### config.mk
export PLATFORM = sky130hd
export DESIGN_NAME = spi_master_arbiter
export DESIGN_NICKNAME = d
export VERILOG_FILES = /design/src/rtl/spi_master_arbiter.sv
export SDC_FILE = /design/constraint.sdc
export NUM_CORES = 1
export LEC_CHECK = 0
export CORE_ASPECT_RATIO = 1.25
export CORE_MARGIN = 8
export CORE_UTILIZATION = 45
export CTS_CLUSTER_DIAMETER = 200
export DETAILED_ROUTE_END_ITERATION = 8
export HOLD_SLACK_MARGIN = 0.08
export PLACE_DENSITY = 0.72
export SETUP_SLACK_MARGIN = 0.1
export SLEW_MARGIN = 0
export SYNTH_ARGS = -nofsm -noshare
export SYNTH_HDL_FRONTEND = slang
export SYNTH_SLANG_ARGS = --single-unit
### constraint.sdc
create_clock -name clk -period 4.3 [get_ports clk]
set_input_delay 0.43 -clock clk [delete_from_list [all_inputs] [get_ports clk]]
set_output_delay 0.43 -clock clk [all_outputs]
set_load 0.01 [all_outputs]
### src/rtl/spi_master_arbiter.sv
`default_nettype none
// ============================================================================
// Module      : spi_master_arbiter
// Description : Round-robin arbitrated SPI mode-0 master. Grants one of N_REQ
//               requesters, shifts its DATA_W-bit word out MSB-first on mosi
//               under a generated sclk/ss and captures the returned word.
//               Optional build macro: SPI_MASTER_LOOPBACK_EN (rx shift
//               register samples the internal mosi register, miso ignored).
// Revision    : 1.0 - initial release
// ============================================================================
module spi_master_arbiter #(
    parameter int DATA_W  = 4,
    parameter int CLK_DIV = 4,
    parameter int N_REQ   = 2
) (
    input  logic                      clk,
    input  logic                      rst,
    input  logic [N_REQ-1:0]          req,
    input  logic [N_REQ*DATA_W-1:0]   req_data,
    output logic [N_REQ-1:0]          gnt,
    output logic                      busy,
    output logic                      done,
    output logic [DATA_W-1:0]         rx_data,
    output logic                      sclk,
    output logic                      ss,
    output logic                      mosi,
    input  logic                      miso
);

    localparam int c_PH_W  = (CLK_DIV > 1) ? $clog2(CLK_DIV) : 1;
    localparam int c_BIT_W = (DATA_W > 1) ? $clog2(DATA_W) : 1;
    localparam int c_IDX_W = (N_REQ > 1) ? $clog2(N_REQ) : 1;

    localparam logic [c_PH_W-1:0]  c_PH_LAST  = c_PH_W'(CLK_DIV - 1);
    localparam logic [c_BIT_W-1:0] c_BIT_LAST = c_BIT_W'(DATA_W - 1);
    localparam logic [c_IDX_W-1:0] c_IDX_LAST = c_IDX_W'(N_REQ - 1);

    typedef enum logic [2:0] {
        ST_IDLE   = 3'd0,
        ST_SETUP  = 3'd1,
        ST_SCK_HI = 3'd2,
        ST_SCK_LO = 3'd3,
        ST_HOLD   = 3'd4
    } state_t;

    // Registered state
    state_t               r_state;
    logic [c_PH_W-1:0]    r_phase;
    logic [c_BIT_W-1:0]   r_bit;
    logic [DATA_W-1:0]    r_tx_sr;
    logic [DATA_W-1:0]    r_rx_sr;
    logic [c_IDX_W-1:0]   r_rr_ptr;
    logic [N_REQ-1:0]     r_gnt;
    logic                 r_busy;
    logic                 r_done;
    logic [DATA_W-1:0]    r_rx_data;
    logic                 r_sclk;
    logic                 r_ss;
    logic                 r_mosi;

    // Next-state values
    state_t               w_state_next;
    logic [c_PH_W-1:0]    w_phase_next;
    logic [c_BIT_W-1:0]   w_bit_next;
    logic [DATA_W-1:0]    w_tx_next;
    logic [DATA_W-1:0]    w_rx_next;
    logic [c_IDX_W-1:0]   w_ptr_next;
    logic [N_REQ-1:0]     w_gnt_next;
    logic                 w_done_next;
    logic [DATA_W-1:0]    w_rx_data_next;

    // Arbitration results
    logic                 w_any;
    logic [c_IDX_W-1:0]   w_sel;
    int                   v_idx;

    logic                 w_ph_last;
    logic                 w_grant_ok;
    logic                 w_rx_bit;

`ifdef SPI_MASTER_LOOPBACK_EN
    assign w_rx_bit = r_mosi;
`else
    assign w_rx_bit = miso;
`endif

    assign w_ph_last = (r_phase == c_PH_LAST);

    // Round-robin search: first set request at or after rr_ptr, wrapping.
    // Walk offsets from highest to lowest so the smallest offset wins.
    always_comb begin
        w_any = 1'b0;
        w_sel = '0;
        v_idx = 0;
        for (int k = N_REQ - 1; k >= 0; k--) begin
            v_idx = int'(r_rr_ptr) + k;
            if (v_idx >= N_REQ) begin
                v_idx = v_idx - N_REQ;
            end
            if (req[v_idx[c_IDX_W-1:0]]) begin
                w_any = 1'b1;
                w_sel = v_idx[c_IDX_W-1:0];
            end
        end
    end

    // Next-state, datapath and grant logic
    always_comb begin
        w_state_next   = r_state;
        w_phase_next   = r_phase;
        w_bit_next     = r_bit;
        w_tx_next      = r_tx_sr;
        w_rx_next      = r_rx_sr;
        w_ptr_next     = r_rr_ptr;
        w_gnt_next     = '0;
        w_grant_ok     = 1'b0;

        case (r_state)
            ST_IDLE: begin
                // The grant cycle itself is spent in IDLE; move on once
                // the pulse has been presented.
                if (r_gnt != '0) begin
                    w_state_next = ST_SETUP;
                    w_phase_next = '0;
                end else begin
                    w_grant_ok = 1'b1;
                end
            end
            ST_SETUP: begin
                if (w_ph_last) begin
                    w_state_next = ST_SCK_HI;
                    w_phase_next = '0;
                    w_rx_next    = {r_rx_sr[DATA_W-2:0], w_rx_bit};
                end else begin
                    w_phase_next = r_phase + 1'b1;
                end
            end
            ST_SCK_HI: begin
                if (w_ph_last) begin
                    w_phase_next = '0;
                    if (r_bit == c_BIT_LAST) begin
                        w_state_next = ST_HOLD;
                    end else begin
                        w_state_next = ST_SCK_LO;
                        w_tx_next    = {r_tx_sr[DATA_W-2:0], 1'b0};
                        w_bit_next   = r_bit + 1'b1;
                    end
                end else begin
                    w_phase_next = r_phase + 1'b1;
                end
            end
            ST_SCK_LO: begin
                if (w_ph_last) begin
                    w_state_next = ST_SCK_HI;
                    w_phase_next = '0;
                    w_rx_next    = {r_rx_sr[DATA_W-2:0], w_rx_bit};
                end else begin
                    w_phase_next = r_phase + 1'b1;
                end
            end
            ST_HOLD: begin
                if (w_ph_last) begin
                    // Leaving HOLD lands in IDLE, so a waiting requester may be
                    // granted on this same edge (ss high for one cycle).
                    w_state_next = ST_IDLE;
                    w_phase_next = '0;
                    w_grant_ok   = 1'b1;
                end else begin
                    w_phase_next = r_phase + 1'b1;
                end
            end
            default: begin
                w_state_next = ST_IDLE;
                w_phase_next = '0;
            end
        endcase

        if (w_grant_ok && w_any) begin
            w_gnt_next = N_REQ'(1) << w_sel;
            w_tx_next  = req_data[w_sel*DATA_W +: DATA_W];
            w_bit_next = '0;
            w_ptr_next = (w_sel == c_IDX_LAST) ? '0 : w_sel + 1'b1;
        end

        w_done_next    = (w_state_next == ST_HOLD) && (w_phase_next == c_PH_LAST);
        w_rx_data_next = w_done_next ? r_rx_sr : r_rx_data;
    end

    // State and output registers; outputs track the state they belong to
    always_ff @(posedge clk) begin
        if (rst) begin
            r_state   <= ST_IDLE;
            r_phase   <= '0;
            r_bit     <= '0;
            r_tx_sr   <= '0;
            r_rx_sr   <= '0;
            r_rr_ptr  <= '0;
            r_gnt     <= '0;
            r_busy    <= 1'b0;
            r_done    <= 1'b0;
            r_rx_data <= '0;
            r_sclk    <= 1'b0;
            r_ss      <= 1'b1;
            r_mosi    <= 1'b0;
        end else begin
            r_state   <= w_state_next;
            r_phase   <= w_phase_next;
            r_bit     <= w_bit_next;
            r_tx_sr   <= w_tx_next;
            r_rx_sr   <= w_rx_next;
            r_rr_ptr  <= w_ptr_next;
            r_gnt     <= w_gnt_next;
            r_busy    <= (w_state_next != ST_IDLE);
            r_done    <= w_done_next;
            r_rx_data <= w_rx_data_next;
            r_sclk    <= (w_state_next == ST_SCK_HI);
            r_ss      <= (w_state_next == ST_IDLE);
            r_mosi    <= (w_state_next == ST_IDLE) ? 1'b0 : w_tx_next[DATA_W-1];
        end
    end

    assign gnt     = r_gnt;
    assign busy    = r_busy;
    assign done    = r_done;
    assign rx_data = r_rx_data;
    assign sclk    = r_sclk;
    assign ss      = r_ss;
    assign mosi    = r_mosi;

endmodule
`default_nettype wire

==> results of run 1 <==
cells in the final DEF (no fill, tap or decap), types with 2 or more instances in the layout:
cell type and count:
sky130_fd_sc_hd__clkdlybuf4s50_1 23, sky130_fd_sc_hd__nand4b_1 2, sky130_fd_sc_hd__dfxtp_1 27, sky130_fd_sc_hd__nand3_1 3, sky130_fd_sc_hd__a211oi_1 5, sky130_fd_sc_hd__mux2i_1 11, sky130_fd_sc_hd__nand2_1 5, sky130_fd_sc_hd__nand2b_1 9
sky130_fd_sc_hd__ha_1 3, sky130_fd_sc_hd__nor3b_1 2, sky130_fd_sc_hd__and2_1 2, sky130_fd_sc_hd__inv_1 2, sky130_fd_sc_hd__nor4_1 3, sky130_fd_sc_hd__a21o_1 2, sky130_fd_sc_hd__clkbuf_4 3, sky130_fd_sc_hd__or3_1 2
sky130_fd_sc_hd__nor2_1 13, sky130_fd_sc_hd__a21boi_0 3, sky130_fd_sc_hd__and3_1 4, sky130_fd_sc_hd__nand3b_1 3, sky130_fd_sc_hd__a21oi_1 3, sky130_fd_sc_hd__nor3_1 4, sky130_fd_sc_hd__o21ai_0 2
metrics by stage:
stage | cell area [um^2] | hold WS (ns) | util (%) | worst slack (ns) | total power [mW]
finish | 1540 | 0.4857 | 56.91 | 2.393 | 0.4768
global route | 1540 | 0.5085 | 56.91 | 2.242 | 0.5044
CTS | 1540 | 0.4877 | 56.91 | 2.359 | 0.4826
detailed placement | 1510 | 0.4666 | 55.80 | 2.113 | 0.3730
global placement | 1510 | 0.4567 | 55.80 | 2.211 | 0.3711
floorplan | 1284 | 0.4457 | - | 2.630 | 0.3401
cell families after synthesis:
family	synth area share, %
flip-flops	42.11
AO/OA/AOI/OAI	15.40
AND/OR/NAND/NOR	26.12
multiplexers	8.577
adder cells (fa/ha/maj)	2.924
XOR/XNOR	0.6824
buffers and inverters	4.190
layout make-up:
cell class	instances	area [um^2]	share of cell area, %
Timing Repair Buffer	23	230.2	14.95
Tap cell	34	42.54	2.762
Clock inverter	1	7.507	0.4874
Clock buffer	3	22.52	1.462
Sequential cell	27	540.5	35.09
Inverter	2	7.507	0.4874
Multi-Input combinational cell	96	689.4	44.76
critical path: cells and delay by family (launching register included):
| family | cells | cell delay [ns] |
|---|---|---|
| multiplexers | 1 | 0.23 |
| flip-flops | 1 | 0.69 |
| AND/OR/NAND/NOR | 1 | 0.40 |
| AO/OA/AOI/OAI | 2 | 0.53 |
power by group through the flow:
stage	combinational (mW)	sequential, mW	clock (mW)
after detailed placement	0.0904	0.283	0
after CTS	0.0909	0.277	0.115
final	0.0901	0.277	0.109
after floorplan	0.0601	0.280	0
after global placement	0.0893	0.282	0
after global routing	0.100	0.280	0.124
layer usage:
| layer | share of wire, % | vias to the layer above | wire length (um) | track usage (%) |
|---|---|---|---|---|
| li1 | - | 512 | - | - |
| met1 | 46 | 451 | 1123 | 12.26 |
| met3 | 4.7 | 2 | 113 | 2.794 |
| met4 | 0.62 | 0 | 15 | 2.978 |
| met2 | 48 | 24 | 1173 | 18.28 |
| met5 | 0 | - | 0 | 0 |
sequential cells by signal, summed over array words and instances, names as in the netlist:
register,count
r_phase,2
ss,1
gnt,2
busy,1
sclk,1
rx_data,4
r_state,3
done,1
mosi,1
r_rx_sr,4
r_rr_ptr,1
r_tx_sr,4
r_bit,2
worst paths after layout:
kind | slack [ns] | cells past startpoint | end
max | 2.39 | 4 | rx_data[1]$_SDFFE_PP0P_
min | 0.49 | 2 | rx_data[3]$_SDFFE_PP0P_
max reg2reg | 2.39 | 4 | rx_data[1]$_SDFFE_PP0P_
min reg2reg | 0.49 | 2 | rx_data[3]$_SDFFE_PP0P_
==> impl_metrics.toml, run 1 <==
[run_status]
run_status = "finished, final reports clean"

[grt]
grt_remaining_overflow = 0
maximum_number_of_pins_on_one_net_before_global_route_repair = 29
first_global_vias = 967
first_pass_grt_wire_length_um = 4160
global_route_usage_over_all_layers_pct = 10.42
grt_antenna_before_repair = 0

[sta]
final-max-slew-violation-count = 0
fin_worst_skew_ns = 0.005239
timing.final.crit_share_pct = 44.34
layout_min_cycle_time_ns = 1.907
finalSetupViolCount = 0
setup-tns-final_ns = 0
achievable_freq_ghz = 0.5245
finalHoldViolations = 0
timing.max_slew.rel_slack_pct = 42.41
rsz0062_at_grt = "no"
timing_worst_slew_pin_value_ns = 0.8612

[logic_synthesis]
synth.yosys.warnings = 0
avgSynthCellArea_um2 = 9.652
ys_types = 41
synth_top_cell_by_area = "sky130_fd_sc_hd__dfxtp_1"
synthDominantCellAreaShare_pct = 42.11
ys_top_cells_by_count = "sky130_fd_sc_hd__dfxtp_1 (27), sky130_fd_sc_hd__nor2_1 (13), sky130_fd_sc_hd__mux2i_1 (11)"
most_frequent_cell_after_synthesis = "sky130_fd_sc_hd__dfxtp_1"
seq_area_frac_synth_pct = 42.11
post_synth_instance_area_um2 = 1284
post_synth_main_area_contributors = "sky130_fd_sc_hd__dfxtp_1 (42%), sky130_fd_sc_hd__mux2i_1 (8.6%), sky130_fd_sc_hd__nand2b_1 (4.4%), sky130_fd_sc_hd__nor2_1 (3.8%), sky130_fd_sc_hd__a211oi_1 (2.9%)"
ys_ff_latch = 27
synth-edff-count = 0
postSynth.topFlopCell = "sky130_fd_sc_hd__dfxtp_1"
synthArstFlopShare_pct = 0
post_synth_inst_count = 133
mappedNetlistNets = 149

[min_path]
min-delay-start = "rx_data[3]$_SDFFE_PP0P_"
holdCritPathClass = "reg2reg"

[layout]
drive_above_1_share_pct = 7.895
area_delta_synth_final_pct = 19.98
fillCellCount = 236
finalNetCount = 169
antenna_cells = 0
final_cells = 186

[detailed_routing]
wl_per_cell_um = 13.04
drc_errors = 0
ant_nets = 0
drt_wl_total_um = 2426
routed_via_density = 5.317
detailedRoute.firstIterationViolations = 12
drt_pre_antenna_iters = 4
vias = 989

[pwr]
internal_power_mw = 0.3459
worst_supply_voltage_drop_on_vdd_v = 0.0001732
p_seq_share_pct = 58.2
combPwrFrac_pct = 18.9
power.share.switching_pct = 27.46
power.static_leakage_nw = 0.5620
clkPwrFrac_pct = 22.9
power_per_cell_area_nw_per_um2 = 309.5
switching_power_mw = 0.1309

[floorplanning]
die-width_um = 63.77
die_height_um = 75.72
floorplan.initialDensity_pct = 47.43
rows = 21
core_area_um2 = 2706
die_outline_area_um2 = 4828
ios = 24

[setup_path]
worst-setup-path-type = "reg2reg"
worst_r2r_start = "r_state[2]$_SDFF_PP0_"
arrival_time_at_the_worst_endpoint_ns = 2.17
timing.critical_path.to_type = "flop"
worst-endpoint-required_ns = 4.56
start_kind = "flop"
timing.critical_path.fanout_max = 17
cp_cell_sequence = "or3b_1, a21o_1, a211oi_4, mux2i_1"
max_stage_delay_ns = 0.69
crit_start = "r_state[2]$_SDFF_PP0_"
timing.critical_path.slowest_stage_cell = "sky130_fd_sc_hd__dfxtp_1"

[cts]
quantity_of_gates_resized_following_cts = 0
buffer_type_at_the_clock_tree_root = "sky130_fd_sc_hd__clkbuf_4"
tritoncts_clock_tree = "done"
clock_tree.htree_level_count = 1
cts.sink_count = 27
cts_buffers = 3
postCtsSetupBuffers = 0
ctsLongestPathBuffers = 2
clock_insertion_delay_worst_skew_ns = 0.32
cts_hold_buffers = 0
clkTransAtPathRegs_ns = 0.14

[placement]
dpl.hpwl_um = 1868
post-place-cells = 182
globalplace.congestion = 0.7380
placement.io_buffers = 23

[run]
number_of_max_cap_violations = 0
(Power assumes the default switching activity.)
==> run 2: changes to the inputs <==
--- a/config.mk
+++ b/config.mk
@@ -11,7 +11,7 @@
 export CTS_CLUSTER_DIAMETER = 200
 export DETAILED_ROUTE_END_ITERATION = 8
 export HOLD_SLACK_MARGIN = 0.08
-export PLACE_DENSITY = 0.72
+export PLACE_DENSITY = 0.75
 export SETUP_SLACK_MARGIN = 0.1
 export SLEW_MARGIN = 0
 export SYNTH_ARGS = -nofsm -noshare
==> constraint.sdc (replaced) <==
create_clock -name clk -period 1.6 [get_ports clk]
set_input_delay 0.16 -clock clk [delete_from_list [all_inputs] [get_ports clk]]
set_output_delay 0.16 -clock clk [all_outputs]
set_load 0.01 [all_outputs]
==> impl_metrics.toml, run 2 (synthesis gave the netlist of run 1 again) <==
[run_status]
run_status = "complete, but fails checks"
violations = "negative setup slack"

[placement]
postPlaceCellArea_um2 = 1668
globalplace.congestion = 0.8170
placement.io_buffers = 23
post-place-ws_ns = -0.08370
dpl.hpwl_um = 2229

[layout]
area_delta_synth_final_pct = 37.52
layout.cell_area.non_filler_um2 = 1765
antenna_cells = 0
mostFrequentLayoutCell = "sky130_fd_sc_hd__dfxtp_1"
finish.utilization_pct = 65.23
fillCellCount = 223
most-common-layout-cells = "sky130_fd_sc_hd__dfxtp_1 (23), sky130_fd_sc_hd__clkdlybuf4s50_1 (21), sky130_fd_sc_hd__buf_4 (16)"
drive_above_1_share_pct = 25.29
finalNetCount = 187

[grt]
global_route_usage_over_all_layers_pct = 12.84
grt_antenna_before_repair = 0
maximum_number_of_pins_on_one_net_before_global_route_repair = 20
first_global_vias = 1191
grt_remaining_overflow = 0
first_pass_grt_wire_length_um = 4988

[cts]
clock_tree.htree_level_count = 1
cts_buffers = 3
buffer_type_at_the_clock_tree_root = "sky130_fd_sc_hd__clkbuf_4"
ctsLongestPathBuffers = 2
clkTransAtPathRegs_ns = 0.15
cts.sink_count = 27
clock_insertion_delay_worst_skew_ns = 0.33
tritoncts_clock_tree = "done"

[pwr]
worst_supply_voltage_drop_on_vdd_v = 0.0004911
combPwrFrac_pct = 24.1
power_per_cell_area_nw_per_um2 = 783.6
p_seq_share_pct = 54.1
power.share.switching_pct = 28.22
power.static_leakage_nw = 0.7031
internal_power_mw = 0.9930
switching_power_mw = 0.3904
clkPwrFrac_pct = 21.7

[detailed_routing]
detailedRoute.firstIterationViolations = 28
wl_per_cell_um = 14.72
vias = 1131
drt_wl_total_um = 3002
ant_nets = 0
routed_via_density = 5.544
drc_errors = 0
routedLengthMet1_um = 1146
top_layer = "met4"
drt_pre_antenna_iters = 4
detailroute.wirelength.met3_um = 202
met2WireLength_um = 1572

[floorplanning]
die-width_um = 63.77
core_area_um2 = 2706
die_outline_area_um2 = 4828
rows = 21
floorplan.initialDensity_pct = 47.43
die_height_um = 75.72
ios = 24

[setup_path]
reg2reg_setup_slack_ns = -0.05
crit_start = "r_phase[1]$_SDFF_PP0_"
arrival_time_at_the_worst_endpoint_ns = 1.92
timing.critical_path.fanout_max = 4
worst-endpoint-required_ns = 1.87
worst-setup-path-type = "reg2reg"
worst_r2r_start = "r_phase[1]$_SDFF_PP0_"
r2r.worst_path.cells = 5
critical_path.endpoint = "rx_data[0]$_SDFFE_PP0P_"
timing.critical_path.to_type = "flop"
start_kind = "flop"
worstReg2RegEnd = "rx_data[0]$_SDFFE_PP0P_"

[sta]
timing.max_slew.rel_slack_pct = 73.74
fin_worst_skew_ns = 0.01394
layout_min_cycle_time_ns = 1.645
timing_worst_slew_pin_value_ns = 0.3934
final-max-slew-violation-count = 0
achievable_freq_ghz = 0.6077
timing.final.crit_share_pct = 102.8
rsz0062_at_grt = "yes"
finalSetupViolCount = 4
finalHoldViolations = 0
setup_slack_ns = -0.04549
setup-tns-final_ns = -0.1433
whs_ns = 0.4241

[min_path]
holdCritPathClass = "in2reg"
min-delay-start = "miso"

[run]
number_of_max_cap_violations = 0
[run 2: power by group through the flow]
stage / registers (mW) / clock network, mW / logic, mW
finish: 0.749 / 0.301 / 0.334
detailed placement: 0.759 / 0 / 0.298
global route: 0.754 / 0.343 / 0.362
global placement: 0.757 / 0 / 0.289
CTS: 0.745 / 0.315 / 0.313
floorplan: 0.754 / 0 / 0.162
[run 2: final cells by class]
cell class                      count  area [um^2]  share of cell area, %
Clock buffer                        3        22.52                  1.276
Clock inverter                      1        6.256                 0.3544
Inverter                            2        7.507                 0.4252
Multi-Input combinational cell     96        752.0                  42.59
Sequential cell                    27        548.0                  31.04
Tap cell                           34        42.54                  2.410
Timing Repair Buffer               41        386.6                  21.90
[run 2: how the worst min path moves through the flow]
stage | slack, ns | to | cells past startpoint
floorplan | 0.30 | r_rx_sr[0]$_SDFFE_PP0P_ | 2
global placement | 0.46 | rx_data[2]$_SDFFE_PP0P_ | 2
detailed placement | 0.46 | r_tx_sr[2]$_SDFFE_PP0P_ | 2
CTS | 0.42 | r_rx_sr[0]$_SDFFE_PP0P_ | 3
global route | 0.46 | r_rx_sr[0]$_SDFFE_PP0P_ | 3
finish | 0.42 | r_rx_sr[0]$_SDFFE_PP0P_ | 3
[run 2: through the flow]
step           power (mW)  instances
3_3_place_gp        1.046        199
4_1_cts             1.373        203
5_1_grt             1.458        204
6_report            1.383        204
2_1_floorplan      0.9154        133
3_5_place_dp        1.057        199
[run 2: timing repair]
item | in CTS | in global routing
setup endpoints to repair | 10 | 16
pin swaps | 3 | 3
endpoints found under the hold margin | 0 | 0
gates resized for setup | 2 | 14
hold buffers | 0 | 0
setup buffers | 0 | 1
[run 2: worst max-delay path, stage by stage (launching register included)]
cell and delay, ns:
sky130_fd_sc_hd__dfxtp_4 0.38, sky130_fd_sc_hd__ha_4 0.16, sky130_fd_sc_hd__or3b_1 0.34, sky130_fd_sc_hd__a21o_1 0.20, sky130_fd_sc_hd__a211oi_4 0.30, sky130_fd_sc_hd__mux2i_1 0.23
[run 2: layer usage]
layer / vias to the layer above / GRT usage [%]
met1: 537 / 11.92
met5: - / 0
met4: 0 / 7.196
met2: 40 / 24.49
li1: 546 / -
met3: 8 / 4.265
